--- config.mk ---
export PLATFORM = sky130hd
export DESIGN_NAME = conf_int_acc__dot_prod
export DESIGN_NICKNAME = d
export VERILOG_FILES = /design/src/rtl/conf_int_acc__dot_prod.sv
export SDC_FILE = /design/constraint.sdc
export NUM_CORES = 1
export LEC_CHECK = 0
export ABC_AREA = 1
export BUFFER_PORTS_ARGS = -buffer_cell sky130_fd_sc_hd__buf_2
export CORE_ASPECT_RATIO = 1.1
export CORE_MARGIN = 2
export CORE_UTILIZATION = 51
export DETAILED_ROUTE_END_ITERATION = 10
export PLACE_DENSITY_LB_ADDON = 0.12
export SYNTH_ARGS = -nofsm -noshare
export SYNTH_HDL_FRONTEND = slang
export SYNTH_SLANG_ARGS = --single-unit
--- constraint.sdc ---
create_clock -name clk -period 2.05 [get_ports clk]
set_input_delay 0.615 -clock clk [delete_from_list [all_inputs] [get_ports clk]]
set_output_delay 0.615 -clock clk [all_outputs]
set_load 0.01 [all_outputs]
--- src/rtl/conf_int_acc__dot_prod.sv ---
// Dot-product accumulate stage behind the configurable integer multiplier.
// Define CONF_INT_ACC_SAT_EN to saturate the accumulator and report sticky overflow on ovf.
//
// state | meaning
// IDLE  | waiting for start; out_data keeps the last result
// ACC   | summing len products, one per in_valid cycle
// HOLD  | result presented until out_ready
module conf_int_acc__dot_prod #(
   parameter int OP_BITWIDTH        = 16,
   parameter int DATA_PATH_BITWIDTH = 16,
   parameter int ACC_BITWIDTH       = 40,
   parameter int LEN_BITWIDTH       = 8
) (
   input  logic                          clk,
   input  logic                          racc,
   input  logic                          start,
   input  logic [LEN_BITWIDTH-1:0]       len,
   input  logic                          apx_en,
   input  logic                          in_valid,
   input  logic [DATA_PATH_BITWIDTH-1:0] in_data,
   output logic                          in_ready,
   output logic                          out_valid,
   input  logic                          out_ready,
   output logic [ACC_BITWIDTH-1:0]       out_data,
   output logic                          busy,
   output logic                          ovf
);

   typedef enum logic [1:0] {IDLE, ACC, HOLD} state_t;

   state_t                        state;
   state_t                        state_nxt;
   logic [ACC_BITWIDTH-1:0]       acc;
   logic [LEN_BITWIDTH-1:0]       cnt;
   logic                          apx_q;
   logic [DATA_PATH_BITWIDTH-1:0] keep_mask;
   logic [DATA_PATH_BITWIDTH-1:0] masked;

   // Bits kept in approximate mode: only the accurate-domain upper field.
   generate
      if (DATA_PATH_BITWIDTH == OP_BITWIDTH) begin : g_no_apx_field
         assign keep_mask = '1;
      end else begin : g_apx_field
         assign keep_mask = {{OP_BITWIDTH{1'b1}}, {(DATA_PATH_BITWIDTH-OP_BITWIDTH){1'b0}}};
      end
   endgenerate

   assign masked = apx_q ? (in_data & keep_mask) : in_data;

`ifdef CONF_INT_ACC_SAT_EN
   logic                  ovf_q;
   logic [ACC_BITWIDTH:0] sum_full;
   assign sum_full = {1'b0, acc} + {{(ACC_BITWIDTH+1-DATA_PATH_BITWIDTH){1'b0}}, masked};
   assign ovf      = ovf_q;
`else
   logic [ACC_BITWIDTH-1:0] sum_wrap;
   assign sum_wrap = acc + {{(ACC_BITWIDTH-DATA_PATH_BITWIDTH){1'b0}}, masked};
   assign ovf      = 1'b0;
`endif

   assign in_ready  = (state == ACC);
   assign out_valid = (state == HOLD);
   assign busy      = (state != IDLE);
   assign out_data  = acc;

   always_ff @(posedge clk) begin
      if (!racc) state <= IDLE;
      else       state <= state_nxt;
   end

   always_comb begin
      state_nxt = state;
      unique case (state)
         IDLE: if (start) state_nxt = (len == '0) ? HOLD : ACC;
         ACC:  if (in_valid && cnt == LEN_BITWIDTH'(1)) state_nxt = HOLD;
         HOLD: if (out_ready) state_nxt = IDLE;
         default: state_nxt = IDLE;
      endcase
   end

   always_ff @(posedge clk) begin
      if (!racc) begin
         acc   <= '0;
         cnt   <= '0;
         apx_q <= 1'b0;
`ifdef CONF_INT_ACC_SAT_EN
         ovf_q <= 1'b0;
`endif
      end else begin
         unique case (state)
            IDLE: begin
               if (start) begin
                  acc <= '0;
`ifdef CONF_INT_ACC_SAT_EN
                  ovf_q <= 1'b0;
`endif
                  if (len != '0) begin
                     cnt   <= len;
                     apx_q <= apx_en;
                  end
               end
            end
            ACC: begin
               if (in_valid) begin
                  cnt <= cnt - LEN_BITWIDTH'(1);
`ifdef CONF_INT_ACC_SAT_EN
                  if (sum_full[ACC_BITWIDTH]) begin
                     acc   <= '1;
                     ovf_q <= 1'b1;
                  end else begin
                     acc <= sum_full[ACC_BITWIDTH-1:0];
                  end
`else
                  acc <= sum_wrap;
`endif
               end
            end
            default: ;
         endcase
      end
   end

endmodule
# After elaboration in Yosys (flattened, before gate mapping)
# Index checks and enable logic that the tools add are counted.
[totals] latchBits=0 ram_bits=0 memories=0 inputBits=30 register_bits=50 romBits=0
[op_classes] order_cmp=0 n_shift=0 div_mod_pow=0 reduce_logical=9 muxes=12 mul=0 bitwise_logic=0 addsub=2 n_eq_ne=8
[ops] cell="40-bit two-way mux" n=2
[ops] cell="40-bit case mux with 2 select lines" n=1
[ops] cell="40-bit by 16-bit adder with 40-bit output" n=1
[ops] cell="8-bit two-way mux" n=3
[ops] cell="8-bit case mux with 2 select lines" n=1
[ops] cell="8-bit by 1-bit == test with 1-bit output, second input constant" n=1
[ops] cell="8-bit logical NOT" n=1
[ops] cell="2-bit two-way mux" n=4
[ops] cell="8-bit nonzero test" n=1
[ops] cell="8-bit by 1-bit subtractor with 8-bit output, second input constant" n=1
[ops] cell="2-bit != test, second input constant" n=3
[ops] cell="2-bit case mux with 3 select lines" n=1
[ops] cell="3-bit AND reduction" n=2
[ops] cell="2-bit by 1-bit != test with 1-bit output, second input constant" n=2
[ops] cell="4-bit AND reduction" n=1
[ops] cell="2-bit nonzero test" n=2
[ops] cell="2-bit by 1-bit == test with 1-bit output, second input constant" n=1
[ops] cell="2-bit == test, second input constant" n=1
[ops] cell="2-bit logical NOT" n=1
[ops] cell="1-bit logical AND" n=1

# Logic depth before layout (Yosys ltp)
[logic_depth] depth_word=4 mapped_depth=14

# Worst setup path before layout
# Ideal clock, no wire load.
[synth_timing] path_kind="input -> register" start="input in_data[0]" end="register acc[28], in the netlist out_data[28]" arrival_ns=2.029 setup_time_ns=0.116 n_path_buf=0 path_slack_ns=-0.095 stages=13 path_cell_list="ha_1 inv_1 fa_1 inv_1 nand3_1 nand3_1 nand2_1 nand2_1 nand2_1 nand2_2 nand3_1 o21ai_0 nor2_1"
[synth_between] elab_chain_cells=3
[synth_rtl] item="start: declaration" line_no="20" rtl="input logic [DATA_PATH_BITWIDTH-1:0] in_data,"
[synth_rtl] item="40-bit by 16-bit adder with 40-bit output" line_no="57" rtl="assign sum_wrap = acc + {{(ACC_BITWIDTH-DATA_PATH_BITWIDTH){1'b0}}, masked};"
[synth_rtl] item="40-bit two-way mux" line_no="104" rtl="if (in_valid) begin"
[synth_rtl] item="40-bit case mux with 2 select lines" line_no="90" rtl="unique case (state)"
[synth_rtl] item="end signal: assignment" line_no="114" rtl="acc <= sum_wrap;"
[synth_rtl] item="end: declaration" line_no="33" rtl="logic [ACC_BITWIDTH-1:0] acc;"
# No other way between the ends. The select of a mux whose other input is x is not followed.
# A chain may end at the register's enable or synchronous reset.

# Worst setup path after layout
[layout_timing] start="input in_data[0]" end="register acc[38], in the netlist out_data[38]"
# Same word-level chain as after synthesis.

==> summary.md <==
| Metric | Value |
|---|---|
| I/O Pins | `74` |
| Sw Ratio | `35.2%` |
| NetSw | `971 uW` |
| Pwr Density | `606 nW/um^2` |
| IO buf count | `71` |
| Primary FF master, synth | `dfxtp_1` |
| # Post-CTS Setup Buffers | `0` |
| Post-synth ARST share | `0%` |
| Seq pwr share | `39.5%` |
| Finished Cell Area | `4550 um^2` |
| Synth Register Bits | `50` |
| Fraction of layout cells with a size suffix above 1 | `21.0%` |
| Worst reg2reg path depth | `13` |
| Critical R2R Capture | `out_data[20]$_SDFFE_PN0P_` |
| GRT Overall Usage | `25.5%` |
| Die H | `93.9 um` |
| R2R Path Start | `out_data[0]$_SDFFE_PN0P_` |
| Comb power frac | `33.4%` |
| WHS Path Cells | `2` |
| Hold Fails Final Rpt | `0` |
| Vias/cell | `5.17` |
| Post-synth top area share | `26.7%` |
| Yosys warnings | `0` |
| Lkg Pwr | `0.00234 uW` |
| Commonest non-fill, non-tap cell in the layout | `nand2_1` |
| Setup CP Type | `input pin to flop` |
| Antenna cell count | `0` |
| Top cells by area, synth | `dfxtp_1 27%, nand2_1 20%, inv_1 8.2%` |
| 1st-iter DRT viols | `185` |
| Die span in x | `85.8 um` |
| Failing checks | `DRC` |
| CP max FO | `6` |
| CP Launch Type | `input pin` |
| Critical path data required time | `2260 ps` |
| Routed Wire Length | `9780 um` |
| Post-route DRC violation count | `2` |
| HPWL Detailed | `7750 um` |
| Root buf cell | `clkbuf_8` |
| DR pass1 iterations | `8` |
| Antenna violations before repair | `0` |
| Smallest setup slack after layout | `153 ps` |
| Largest net degree at the start of global routing | `20` |
| CTS tree | `yes` |
| Post_cts resized | `0` |
| Number of global-route vias before repair | `4020` |
| R2R Setup Slk | `210 ps` |
| Clk buf depth | `2` |
| Setup TNS | `0 ps` |
| Most frequent cells in the layout | `194 x nand2_1, 81 x inv_1, 79 x nor2_1` |
| Synth Area per Inst | `5.95 um^2` |
| Worst Setup End Kind | `flop` |
| Worst vdd ir | `406 uV` |
| Min Tclk post-route | `1900 ps` |
| Hold WC Path Type | `flop to flop` |
| GRT Residual Overflow | `0` |
| Internal | `1790 uW` |
| Mapped cell area | `3750 um^2` |
| Die area | `8060 um^2` |
| Core area | `7090 um^2` |
| Status | `finished, violations left` |
| Clk network pwr share | `27.1%` |
| Cell taking the most area after synthesis | `dfxtp_1` |
| ANT nets after route | `0` |
| Clock sinks | `50` |
| Max-slew violations | `0` |
| Count of standard-cell rows | `32` |
| Global-route wire length before repair | `16800 um` |
| H-tree lvl count | `2` |
| Max Cap Viol | `0` |
| Placed Area | `4420 um^2` |
| Hold EP | `out_data[0]$_SDFFE_PN0P_` |
| Clk_lat worst skew | `310 ps` |
| Layout Cells excl Fill | `815` |
| Final core occ | `64.2%` |
| Total CTS buffers | `5` |
| Initial Utilization | `52.9%` |
| Placed Cells | `808` |
| Unrepaired setup endpoints after global routing | `yes` |
| Via count | `4210` |
| Setup slack at placement | `-212 ps` |
| Period utilisation layout | `92.5%` |
| EDFF count, synth | `0` |
| Area delta synth->final | `21.4%` |
| Net Count, Synth | `679` |
| Synth unique cells | `38` |
| Max Clk Rate | `0.527 GHz` |
| Clock skew | `10.5 ps` |
| Post-CTS Hold Fix Bufs | `0` |
| Clock transition at the registers of the reported paths | `90 ps` |
| GP Congestion | `0.886` |
| Post-DR wirelength/cell | `12.0 um` |
| Synth Instances | `630` |
| Min-delay src | `out_data[0]$_SDFFE_PN0P_` |
| Crit path DAT | `2100 ps` |
| Final setup viols | `0` |
| Sequential area share after synthesis | `26.7%` |
| Final net count | `779` |
worst max-delay path, cell delays in order:
cell and delay [ps]:
buf_2 100, ha_1 200, inv_1 80, fa_2 190
inv_2 50, buf_4 120, nand2_1 60, nand3_1 160
nand2_1 130, nand3_2 160, a21oi_1 170, nor2_1 60
registers in the layout (all words and copies together) (netlist names):
register	count
out_data	40
cnt	8
state	2
layer usage:
metal | track usage [%] | vias to the layer above | routed length (um)
met3 | 3.16 | 15 | 356
met4 | 8.33 | 0 | 179
met2 | 47.5 | 87 | 4960
met1 | 30.0 | 1912 | 4280
met5 | 0 | - | 0
li1 | - | 2196 | -
stage by stage:
| stage | hold WS (ps) | power (uW) |
|---|---|---|
| 5_1_grt | 508 | 2940 |
| 3_5_place_dp | 474 | 2030 |
| 2_1_floorplan | 458 | 1740 |
| 4_1_cts | 488 | 2760 |
| 6_report | 473 | 2760 |
| 3_3_place_gp | 466 | 2000 |
logic make-up after synthesis:
| kind of cell | synth area share (%) |
|---|---|
| AOI/OAI and AO/OA | 11.0 |
| xor gates and xnor gates | 1.17 |
| adders and majority gates | 6.54 |
| buffers and inverters | 10.5 |
| DFF | 26.7 |
| muxes | 0.267 |
| other | 0.100 |
| and+or+nand+nor | 43.7 |
cell usage after synthesis (2+ instances only):
library cell    n
nand3b_1       10
o21ai_0        20
nand3_1        52
buf_2           4
dfxtp_1        50
nor3_2          2
nor3_1          5
buf_4           2
nand3_2         4
xor2_1          5
nand2_2         9
inv_2           6
a21oi_1        52
or2_2           4
clkbuf_1        3
a211oi_1        2
ha_1           18
nor2_1         79
nand4_1         6
nor2_2          4
nand2_1       195
inv_1          82
layout make-up:
cell class	count	area [um^2]
inverters	89	334
clock inverters	1	30.0
clock buffers	6	82.6
multi-input cells	480	2390
repair buffers	104	603
fillers	696	2540
flip-flops and latches	50	1000
well taps	85	106
worst max path at each step:
stage                          startpoint                         to  cells after the start
global placement               in_data[0]  out_data[36]$_SDFFE_PN0P_                     14
finish                         in_data[0]  out_data[38]$_SDFFE_PN0P_                     12
global route                   in_data[0]  out_data[24]$_SDFFE_PN0P_                     15
detailed placement             in_data[0]  out_data[24]$_SDFFE_PN0P_                     15
CTS                 state[1]$_SDFFE_PN0P_                   in_ready                      4
floorplan                      in_data[0]  out_data[24]$_SDFFE_PN0P_                     13
power by group through the flow:
stage	Combinational (uW)	Clock (uW)	Sequential (uW)
after detailed placement	916	0	1110
after floorplan	625	0	1110
after global routing	1040	798	1100
final	921	747	1090
after CTS	920	756	1090
after global placement	894	0	1110
(Power assumes the default switching activity.)
